--- src/rtl/au_issuer.sv ---
// au_issuer: initiator side of the arithmetic unit ACT/DATA_VALID handshake.
// Optional statistics counters are enabled with `define AU_ISSUER_STATS_EN.
module au_issuer #(
    parameter int unsigned TIMEOUT_CYCLES = 8
) (
    input  logic        CLK,
    input  logic        RST_N,
    input  logic        REQ_VALID,
    output logic        REQ_READY,
    input  logic [1:0]  REQ_OP,
    input  logic [1:0]  REQ_MOVI,
    input  logic [31:0] REQ_A,
    input  logic [31:0] REQ_B,
    input  logic [31:0] REQ_MEM,
    input  logic [31:0] REQ_IMM,
    output logic        ACT,
    output logic [1:0]  OP_CODE,
    output logic [1:0]  MOVI,
    output logic [31:0] REG_A,
    output logic [31:0] REG_B,
    output logic [31:0] MEM,
    output logic [31:0] IMM,
    input  logic [31:0] DATA,
    input  logic        DATA_VALID,
    output logic        RES_VALID,
    input  logic        RES_READY,
    output logic [31:0] RES_DATA,
    output logic [1:0]  RES_OP,
    output logic        RES_ERR
`ifdef AU_ISSUER_STATS_EN
    ,
    output logic [15:0] OPS_COUNT,
    output logic [7:0]  TIMEOUT_COUNT
`endif
);

    localparam logic [7:0] TMO_LAST = 8'(TIMEOUT_CYCLES - 1);

    typedef enum logic [1:0] {S_IDLE, S_ISSUE, S_WAIT, S_RESP} state_t;

    state_t      r_state;
    state_t      w_next;
    logic [7:0]  r_timer;
    logic        r_act;
    logic [1:0]  r_op;
    logic [1:0]  r_movi;
    logic [31:0] r_a;
    logic [31:0] r_b;
    logic [31:0] r_mem;
    logic [31:0] r_imm;
    logic        r_res_valid;
    logic [31:0] r_res_data;
    logic [1:0]  r_res_op;
    logic        r_res_err;

    logic        w_capture;
    logic        w_done_ok;
    logic        w_done_tmo;
    logic        w_wait_tick;
    logic        w_release;

    always_ff @(posedge CLK or negedge RST_N) begin
        if (!RST_N) r_state <= S_IDLE;
        else        r_state <= w_next;
    end

    always_comb begin
        w_next = r_state;
        case (r_state)
            S_IDLE:  if (REQ_VALID) w_next = S_ISSUE;
            S_ISSUE: w_next = S_WAIT;
            S_WAIT:  if (DATA_VALID || r_timer == TMO_LAST) w_next = S_RESP;
            S_RESP:  if (RES_READY) w_next = S_IDLE;
            default: w_next = S_IDLE;
        endcase
    end

    // DATA_VALID on the last timeout cycle takes priority over the timeout.
    always_comb begin
        REQ_READY   = (r_state == S_IDLE);
        w_capture   = (r_state == S_IDLE) && REQ_VALID;
        w_done_ok   = (r_state == S_WAIT) && DATA_VALID;
        w_done_tmo  = (r_state == S_WAIT) && !DATA_VALID && (r_timer == TMO_LAST);
        w_wait_tick = (r_state == S_WAIT) && !DATA_VALID && (r_timer != TMO_LAST);
        w_release   = (r_state == S_RESP) && RES_READY;
    end

    always_ff @(posedge CLK or negedge RST_N) begin
        if (!RST_N) begin
            r_act       <= 1'b0;
            r_op        <= '0;
            r_movi      <= '0;
            r_a         <= '0;
            r_b         <= '0;
            r_mem       <= '0;
            r_imm       <= '0;
            r_timer     <= '0;
            r_res_valid <= 1'b0;
            r_res_data  <= '0;
            r_res_op    <= '0;
            r_res_err   <= 1'b0;
        end else begin
            r_act <= w_capture;
            // AU-side lines are only ever loaded here, so they stay put until the next op.
            if (w_capture) begin
                r_op   <= REQ_OP;
                r_movi <= REQ_MOVI;
                r_a    <= REQ_A;
                r_b    <= REQ_B;
                r_mem  <= REQ_MEM;
                r_imm  <= REQ_IMM;
            end

            if (r_state == S_ISSUE) r_timer <= '0;
            else if (w_wait_tick)   r_timer <= r_timer + 8'd1;

            if (w_done_ok) begin
                r_res_valid <= 1'b1;
                r_res_data  <= DATA;
                r_res_op    <= r_op;
                r_res_err   <= 1'b0;
            end else if (w_done_tmo) begin
                r_res_valid <= 1'b1;
                r_res_data  <= '0;
                r_res_op    <= r_op;
                r_res_err   <= 1'b1;
            end else if (w_release) begin
                r_res_valid <= 1'b0;
            end
        end
    end

`ifdef AU_ISSUER_STATS_EN
    logic [15:0] r_ops_count;
    logic [7:0]  r_tmo_count;

    always_ff @(posedge CLK or negedge RST_N) begin
        if (!RST_N) begin
            r_ops_count <= '0;
            r_tmo_count <= '0;
        end else begin
            if (w_capture)                        r_ops_count <= r_ops_count + 16'd1;
            if (w_done_tmo && r_tmo_count != 8'hFF) r_tmo_count <= r_tmo_count + 8'd1;
        end
    end

    assign OPS_COUNT     = r_ops_count;
    assign TIMEOUT_COUNT = r_tmo_count;
`endif

    assign ACT       = r_act;
    assign OP_CODE   = r_op;
    assign MOVI      = r_movi;
    assign REG_A     = r_a;
    assign REG_B     = r_b;
    assign MEM       = r_mem;
    assign IMM       = r_imm;
    assign RES_VALID = r_res_valid;
    assign RES_DATA  = r_res_data;
    assign RES_OP    = r_res_op;
    assign RES_ERR   = r_res_err;

endmodule

--- config.mk ---
export PLATFORM = sky130hd
export DESIGN_NAME = au_issuer
export DESIGN_NICKNAME = d
export VERILOG_FILES = /design/src/rtl/au_issuer.sv
export SDC_FILE = /design/constraint.sdc
export NUM_CORES = 1
export LEC_CHECK = 0
export BUFFER_PORTS_ARGS = -buffer_cell sky130_fd_sc_hd__buf_2
export CAP_MARGIN = 20
export CELL_PAD_IN_SITES_DETAIL_PLACEMENT = 0
export CELL_PAD_IN_SITES_GLOBAL_PLACEMENT = 1
export CORE_MARGIN = 4
export CORE_UTILIZATION = 30
export DETAILED_ROUTE_END_ITERATION = 8
export PLACE_DENSITY_LB_ADDON = 0.08
export SYNTH_ARGS = -nofsm -noshare
export SYNTH_HDL_FRONTEND = slang
export SYNTH_SLANG_ARGS = --single-unit
--- constraint.sdc ---
create_clock -name CLK -period 2.75 [get_ports CLK]
set_clock_uncertainty 0.2 [all_clocks]
set_input_delay 0.275 -clock CLK [delete_from_list [all_inputs] [get_ports CLK]]
set_output_delay 0.275 -clock CLK [all_outputs]
set_load 0.02 [all_outputs]
* Word-level counts from Yosys, hierarchy flattened
Index checks and enable logic that the tools add are counted.
** Storage, ports and cells
- Register bits :: 179
- Latch bits :: 0
- RAM bits :: 0
- Bits in read-only memories :: 0
- Input bits :: 169
- Output and inout bits :: 170
- Memories kept :: 0
** Operators by class
- Add/sub/neg operators :: 1
- Multipliers :: 0
- Div/mod/pow operators :: 0
- $lt $le $gt $ge :: 0
- Equal/unequal tests :: 8
- Shift-type cells :: 0
- Muxes and demuxes :: 15
- Bitwise gates (word level) :: 0
- Reductions and logical operators :: 13
** Operator list (number)
- $mux W32 :: 2
- $mux W8 :: 2
- $mux W2 :: 5
- $add A8 B1 Y8 const B :: 1
- $eq A8 B3 Y1 const B :: 1
- $ne A8 B3 Y1 const B :: 1
- $pmux W2 S4 :: 1
- $logic_and A1 B1 Y1 :: 6
- $ne A2 B2 Y1 const B :: 3
- $mux W1 :: 5
- $eq A2 B2 Y1 const B :: 2
- $reduce_bool A2 Y1 :: 2
- $reduce_and A3 Y1 :: 1
- $reduce_bool A3 Y1 :: 1
- $eq A2 B1 Y1 const B :: 1
- $logic_not A2 Y1 :: 1
- $logic_not A1 Y1 :: 1
- $logic_or A1 B1 Y1 :: 1

* Longest topological paths before layout
Gate-level depths: netlist of run 1.
- Word-level depth :: 5
- Depth in mapped cells :: 7

* Worst setup path after synthesis of run 1
Ideal clock, no wire load.
- Path type :: reg-to-reg
- Start point :: reg r_state[0]
- End point :: reg r_mem[0] (netlist: MEM[0])
- Library setup time :: 0.125 ns
- Arrival time :: 1.985 ns
- Setup slack :: 0.440 ns
- Cell stages (with the launch flop) :: 8
- Buffers on the path :: 3
- Clock period less this slack :: 2.310 ns
- Path through :: dfrtp_1 > inv_1 > ha_1 > and2_1 > clkbuf_1 > clkbuf_1 > buf_2 > mux2_2
** Between the ends
- Word-level cells in the longest chain between the ends :: 2
** Ends and longest elaborated chain
- start, declared :: RTL line 41 : state_t r_state;
- start signal, assigned :: RTL line 64 : else r_state <= w_next;
- $logic_not A2 Y1
- net REQ_READY :: RTL line 9 : output logic REQ_READY,
- $logic_and A1 B1 Y1 :: RTL line 81 : w_capture = (r_state == S_IDLE) && REQ_VALID;
- end signal, assigned :: RTL line 95 : r_mem <= '0;
- end signal, assigned :: RTL line 110 : r_mem <= REQ_MEM;
- end, declared :: RTL line 49 : logic [31:0] r_mem;
The timed path passes the listed nets, and every way through them passes these cells.
A chain may end at the register's enable or synchronous reset.

* Final worst setup path of run 1
- Start point :: reg r_timer[4]
- End point :: reg r_state[1]
** Between the ends
- Word-level cells in the longest chain between the ends :: 4
** Ends and longest elaborated chain
- start, declared :: RTL line 43 : logic [7:0] r_timer;
- start signal, assigned :: RTL line 115 : else if (w_wait_tick) r_timer <= r_timer + 8'd1;
- $eq A8 B3 Y1 :: RTL line 72 : S_WAIT: if (DATA_VALID || r_timer == TMO_LAST) w_next = S_RESP;
- $logic_or A1 B1 Y1 :: RTL line 72
- $ne A2 B2 Y1 (no source line)
- $reduce_and A3 Y1 (no source line)
Every way passes these cells.

==> flow_summary.toml, run 1 <==
[sta]
final.setup.worst_slack_ps = 390
rsz0062_at_grt = "false"
tightest_slew_ps = 586
period_share_pct = 85.8
final_max_slew_viol_count = 0
relSlewSlack_pct = 60.9
fin_crit_ps = 2360
finalHoldViolations = 0
hold_ws_ps = 46.6
setup_tns_ps = 0
fmax_mhz = 424
finalSetupViolCount = 0

[synthesis]
avgSynthCellArea_um2 = 16.2
ys_types = 32
syn_inst = 423
yosysWarnings = 0
syn-num-nets = 597
synth_top_area_share_pct = 65.6
synth_area_leaders = "dfrtp_1, mux2_2, a22o_2"
synth-seq-cells = 179
syn_area_um2 = 6830
seq_area_frac_synth_pct = 65.6
synth_top_area_cell = "dfrtp_1"

[global_routing]
grt.total_usage_pct = 16.2
antenna_found_initial = 0
grt_pass1_wl_um = 33400
grt_max_degree = 60
grt-ovfl-total = 0
grt_pass1_vias = 6235

[pwr]
internal-power_uw = 7620
seqPwrFrac_pct = 36.3
p_leak_uw = 0.00538
ir_drop_mv = 0.504
p_clk_share_pct = 18.9
p_sw_uw = 4920
power.share.switching_pct = 39.2
p_per_area_nw_per_um2 = 1130
p_comb_share_pct = 44.9

[worst_setup_path]
worstReg2RegEnd = "r_state[1]"
cp.arrival_ps = 2470
critPathKind = "flip-flop to flip-flop"
path_max_fanout = 11
rr_startpoint = "r_timer[4]"
cp-start-kind = "flip-flop"
r2r_slack_ps = 390
r2r_cells = 4
crit_required_ps = 2860
critPathCaptureType = "flip-flop"

[floorplan]
fp-row-count = 54
io_pins = 339
die_h_um = 159
dieArea_um2 = 25300
core_um2 = 22100
start_util_pct = 30.9
die_w_um = 159

[min_path]
hold_end = "RES_VALID"
hold_start = "DATA_VALID"
whs_path_depth = 3
hp-class = "input port to flip-flop"

[cells_and_area]
fin_area_um2 = 11100
area_growth_pct = 62.7
num_antenna_cells = 0
stdcell_count = 1225
nets = 1106
drive_above_1_share_pct = 58.4

[route]
wl_um = 20300
vias_per_cell = 4.48
vias = 5485
drt_pre_antenna_iters = 4
ant_nets = 0
wire_per_inst_um = 16.6
dr.first_iter.drc_count = 209
drc_errors = 0

[placement]
gp_congestion = 0.719
portBuffers = 338
placedCellCount = 1027
dpl.hpwl_um = 14200
place_area_um2 = 8890
place_ws_ps = 408

[clock_network]
numCtsBuffers = 17
cts_tree = "done"
post_cts_buffers = 0
clock-sinks = 179
worstSkewPairLatency_ps = 420
clkTransAtPathRegs_ps = 70
h-tree-depth = 4
cts_buffer_depth = 2
cts_root_buf = "clkbuf_16"

[run_status]
status = "finished clean"

[run]
max_cap_violations = 0
[worst max-delay path by stage]
stage          startpoint  slack [ps]  depth (start not counted)          to
2_1_floorplan  r_state[0]         440                          7      MEM[0]
3_3_place_gp   r_timer[5]         440                          4  r_state[1]
3_5_place_dp   r_timer[4]         410                          4  r_state[1]
4_1_cts        r_timer[4]         390                          4  r_state[1]
5_1_grt        r_timer[4]         310                          4  r_state[1]
6_report       r_timer[4]         390                          4  r_state[1]
[power groups by stage]
stage	sequential (uW)	combinational [uW]	clock, uW
2_1_floorplan	6120	1930	0
3_3_place_gp	4550	5440	0
3_5_place_dp	4580	5520	0
4_1_cts	4550	5720	2450
5_1_grt	4710	6000	2560
6_report	4540	5620	2360
[flip-flops by register name, summed over array words and instances, names as in the netlist, 8 cells and up]
register,cells
RES_DATA,32
r_timer,8
MEM,32
REG_B,32
REG_A,32
IMM,32
[Yosys cell counts (all sizes together)]
cell / instances
xor2: 1
mux2: 135
nand2b: 2
dfrtp: 179
nor3: 2
a22o: 32
nand2: 6
mux2i: 1
o311ai: 1
nor4b: 1
nand4: 1
clkbuf: 10
xnor2: 2
o21ai: 3
and2: 2
a21oi: 5
ha: 5
nor2: 6
inv: 4
buf: 14
o31ai: 2
or4: 3
and3: 1
or3: 2
nand3: 2
a2bb2oi: 1
[timing repair]
item | in CTS | in global routing
hold buffers | 166 | 0
endpoints found under the hold margin | 221 | 0
resized for setup | 0 | 0
setup endpoints to repair | 0 | 0
[cell families (layout without fill, tap and decap cells)]
logic type / count (synthesis) / in the layout / share of synthesized area (%)
simple gates: 28 / 28 / 2.29
fa+ha+maj: 5 / 5 / 0.916
mux: 136 / 136 / 22.5
flops: 179 / 179 / 65.6
xor+xnor: 3 / 3 / 0.385
compound gates: 44 / 44 / 6.06
buf+inv: 28 / 550 / 2.33
[critical path: stages (launching register included)]
cell	delay (ps)
dfrtp_1	430
or4_4	550
o311ai_4	470
and3_4	290
mux2_4	300
[routing by layer]
metal	track usage [%]	vias up	part of all wire, %
met5	0	-	0
met4	4.97	0	2.2
met3	6.77	26	8.6
met2	27.3	244	48
met1	19.0	2678	41
li1	-	2537	-
[placed cells by master, fill, tap and decap left out, types with 2 or more instances in the layout]
cell,netlist,layout
or3_1,2,2
a21oi_1,5,5
dfrtp_1,179,179
clkinv_4,0,3
inv_6,0,3
clkinvlp_4,0,2
a22o_2,32,32
ha_1,5,5
nor2_1,6,6
nand2_1,6,6
clkbuf_16,0,17
inv_1,4,4
nand3_1,2,2
o21ai_0,2,2
buf_12,0,6
nand2b_1,2,2
buf_2,7,337
mux2_2,134,134
nor3_1,2,2
inv_8,0,3
o31ai_1,2,2
buf_4,0,4
dlygate4sd3_1,0,166
xnor2_1,2,2
[per-stage QoR]
step / utilization, % / power, uW
finish: 50.3 / 12500
floorplan: - / 8040
global route: 50.3 / 13300
CTS: 50.3 / 12700
global placement: 40.2 / 9990
detailed placement: 40.2 / 10100
[layout make-up]
| type | count | area [um2] |
|---|---|---|
| fillers | 1945 | 11000 |
| flip-flops and latches | 179 | 4480 |
| repair buffers | 514 | 3510 |
| multi-input cells | 216 | 2200 |
| clock buffers | 19 | 443 |
| well taps | 280 | 350 |
| clock inverters | 13 | 123 |
| inverters | 4 | 15.0 |
No activity file was read; power rests on OpenSTA's default activity.
==> run 2, diff against run 1 <==
REMOVE_ABC_BUFFERS = 1   (was default)
==> run 2 against run 1 <==
Clock-buffer cell count down 1. Global-route usage grew 0.10 points. Total power is 0.44% lower. Sequential share of layout area up 0.11 points. Register-to-register slack is essentially flat. Sequential cell count unchanged. Worst setup slack worse by 11 ps. Via count decreased by 1.6%. Critical path depth up 1. Non-clock buffer count fell by 1. Maximum frequency fell by 0.45%. Core utilization shrank 0.14 points. Critical path type unchanged. Largest cell class unchanged. Largest power group unchanged. Highest routed layer unchanged.
==> flow_summary.toml, run 2 (synthesis results as in run 1) <==
[cells_and_area]
layout_common_cells = "buf_2, dfrtp_1, dlygate4sd3_1"
area_growth_pct = 62.3
num_antenna_cells = 0
nets = 1105
nFillCells = 1962
final_util_pct = 50.2
drive_above_1_share_pct = 58.4
fin_area_um2 = 11100
final_common_cell = "buf_2"

[pwr]
p_sw_uw = 4910
p_per_area_nw_per_um2 = 1130
ir_drop_mv = 0.632
p_leak_uw = 0.00536
seqPwrFrac_pct = 36.4
power.share.switching_pct = 39.3
internal-power_uw = 7570
p_clk_share_pct = 18.5
p_comb_share_pct = 45.1

[global_routing]
grt_pass1_wl_um = 33000
grt_pass1_vias = 5965
grt_max_degree = 78
antenna_found_initial = 0
grt-ovfl-total = 0
grt.total_usage_pct = 16.3

[worst_setup_path]
critPathCaptureType = "flip-flop"
path_max_fanout = 35
r2r_slack_ps = 380
crit_required_ps = 2850
critPathKind = "flip-flop to flip-flop"
cp-start-kind = "flip-flop"
cp.arrival_ps = 2480

[min_path]
hp-class = "input port to flip-flop"

[route]
dr_wl_met3_um = 1430
vias_per_cell = 4.41
dr.first_iter.drc_count = 165
drt_pre_antenna_iters = 4
wire_per_inst_um = 16.8
vias = 5396
wl_um = 20600
ant_nets = 0
top_layer = "met4"
drc_errors = 0
wl_met1_um = 8090
met2RoutedLength_um = 10600

[placement]
dpl.hpwl_um = 14800
place_area_um2 = 8880
portBuffers = 338
gp_congestion = 0.721

[clock_network]
post_cts_buffers = 0
clock-sinks = 179
cts_buffer_depth = 2
h-tree-depth = 4
numCtsBuffers = 17
hold_buffers = 166
cts_root_buf = "clkbuf_16"
post_cts_resize_count = 0
worstSkewPairLatency_ps = 420
cts_tree = "done"
clkTransAtPathRegs_ps = 70

[sta]
final_max_slew_viol_count = 0
fmax_mhz = 422
relSlewSlack_pct = 37.6
period_share_pct = 86.2
tightest_slew_ps = 933
fin_crit_ps = 2370
finalSetupViolCount = 0
finalHoldViolations = 0
rsz0062_at_grt = "false"

[floorplan]
dieArea_um2 = 25300
fp-row-count = 54
die_h_um = 159
core_um2 = 22100
start_util_pct = 30.9
die_w_um = 159
io_pins = 339

[run]
max_cap_violations = 0

[run_status]
status = "finished clean"
[run 2: changes by cell type in the layout (fill, tap and decap cells not counted), sizes merged]
cell / before / now
buf: 348 / 347
clkbuf: 19 / 18
clkinv: 5 / 3
inv: 10 / 13
[run 2: power groups by stage]
stage | Combinational [uW] | Clock (uW) | Sequential [uW]
after floorplan | 1940 | 0 | 6110
after global placement | 5450 | 0 | 4550
after detailed placement | 5530 | 0 | 4580
after CTS | 5710 | 2390 | 4560
after global routing | 6000 | 2490 | 4720
final | 5630 | 2300 | 4550
[run 2: per-layer routing]
layer	global-route usage, %	vias up
met2	28.6	229
met5	0	-
met1	18.6	2608
li1	-	2529
met4	6.11	0
met3	5.47	30
[run 2: worst max-delay path: stages, from the launching register on]
cell,delay [ps]
dfrtp_1,400
ha_1,220
nand2_1,170
nor3_1,120
o21ai_4,730
mux2_2,410
[run 2: worst paths after layout]
path	startpoint	endpoint	depth (start not counted)
hold reg to reg	RES_VALID	RES_VALID	2
min in group asynchronous	RST_N	REG_B[3]	2
setup reg to reg	r_timer[0]	RES_OP[1]	5
setup / recovery	r_timer[0]	RES_OP[1]	5
hold / removal	DATA_VALID	r_timer[6]	4
max in group asynchronous	RST_N	IMM[28]	3
[run 2: through the flow]
stage	setup slack [ps]	total power, uW	instances	hold WS [ps]	setup TNS (ps)
finish	379	12500	1224	76.3	0
global route	188	13200	1224	117	0
CTS	320	12700	1224	55.4	0
detailed placement	317	10100	1026	171	0
global placement	359	10000	1026	163	0
floorplan	-1920	8050	399	-221	-255090
[run 2: cell type report]
class	instances	area (um2)	area share, %
Timing Repair Buffer	513	3490	31.5
Multi-Input combinational cell	216	2200	19.9
Clock buffer	18	429	3.87
Inverter	4	15.0	0.135
Tap cell	280	350	3.16
Clock inverter	14	119	1.07
Sequential cell	179	4480	40.4
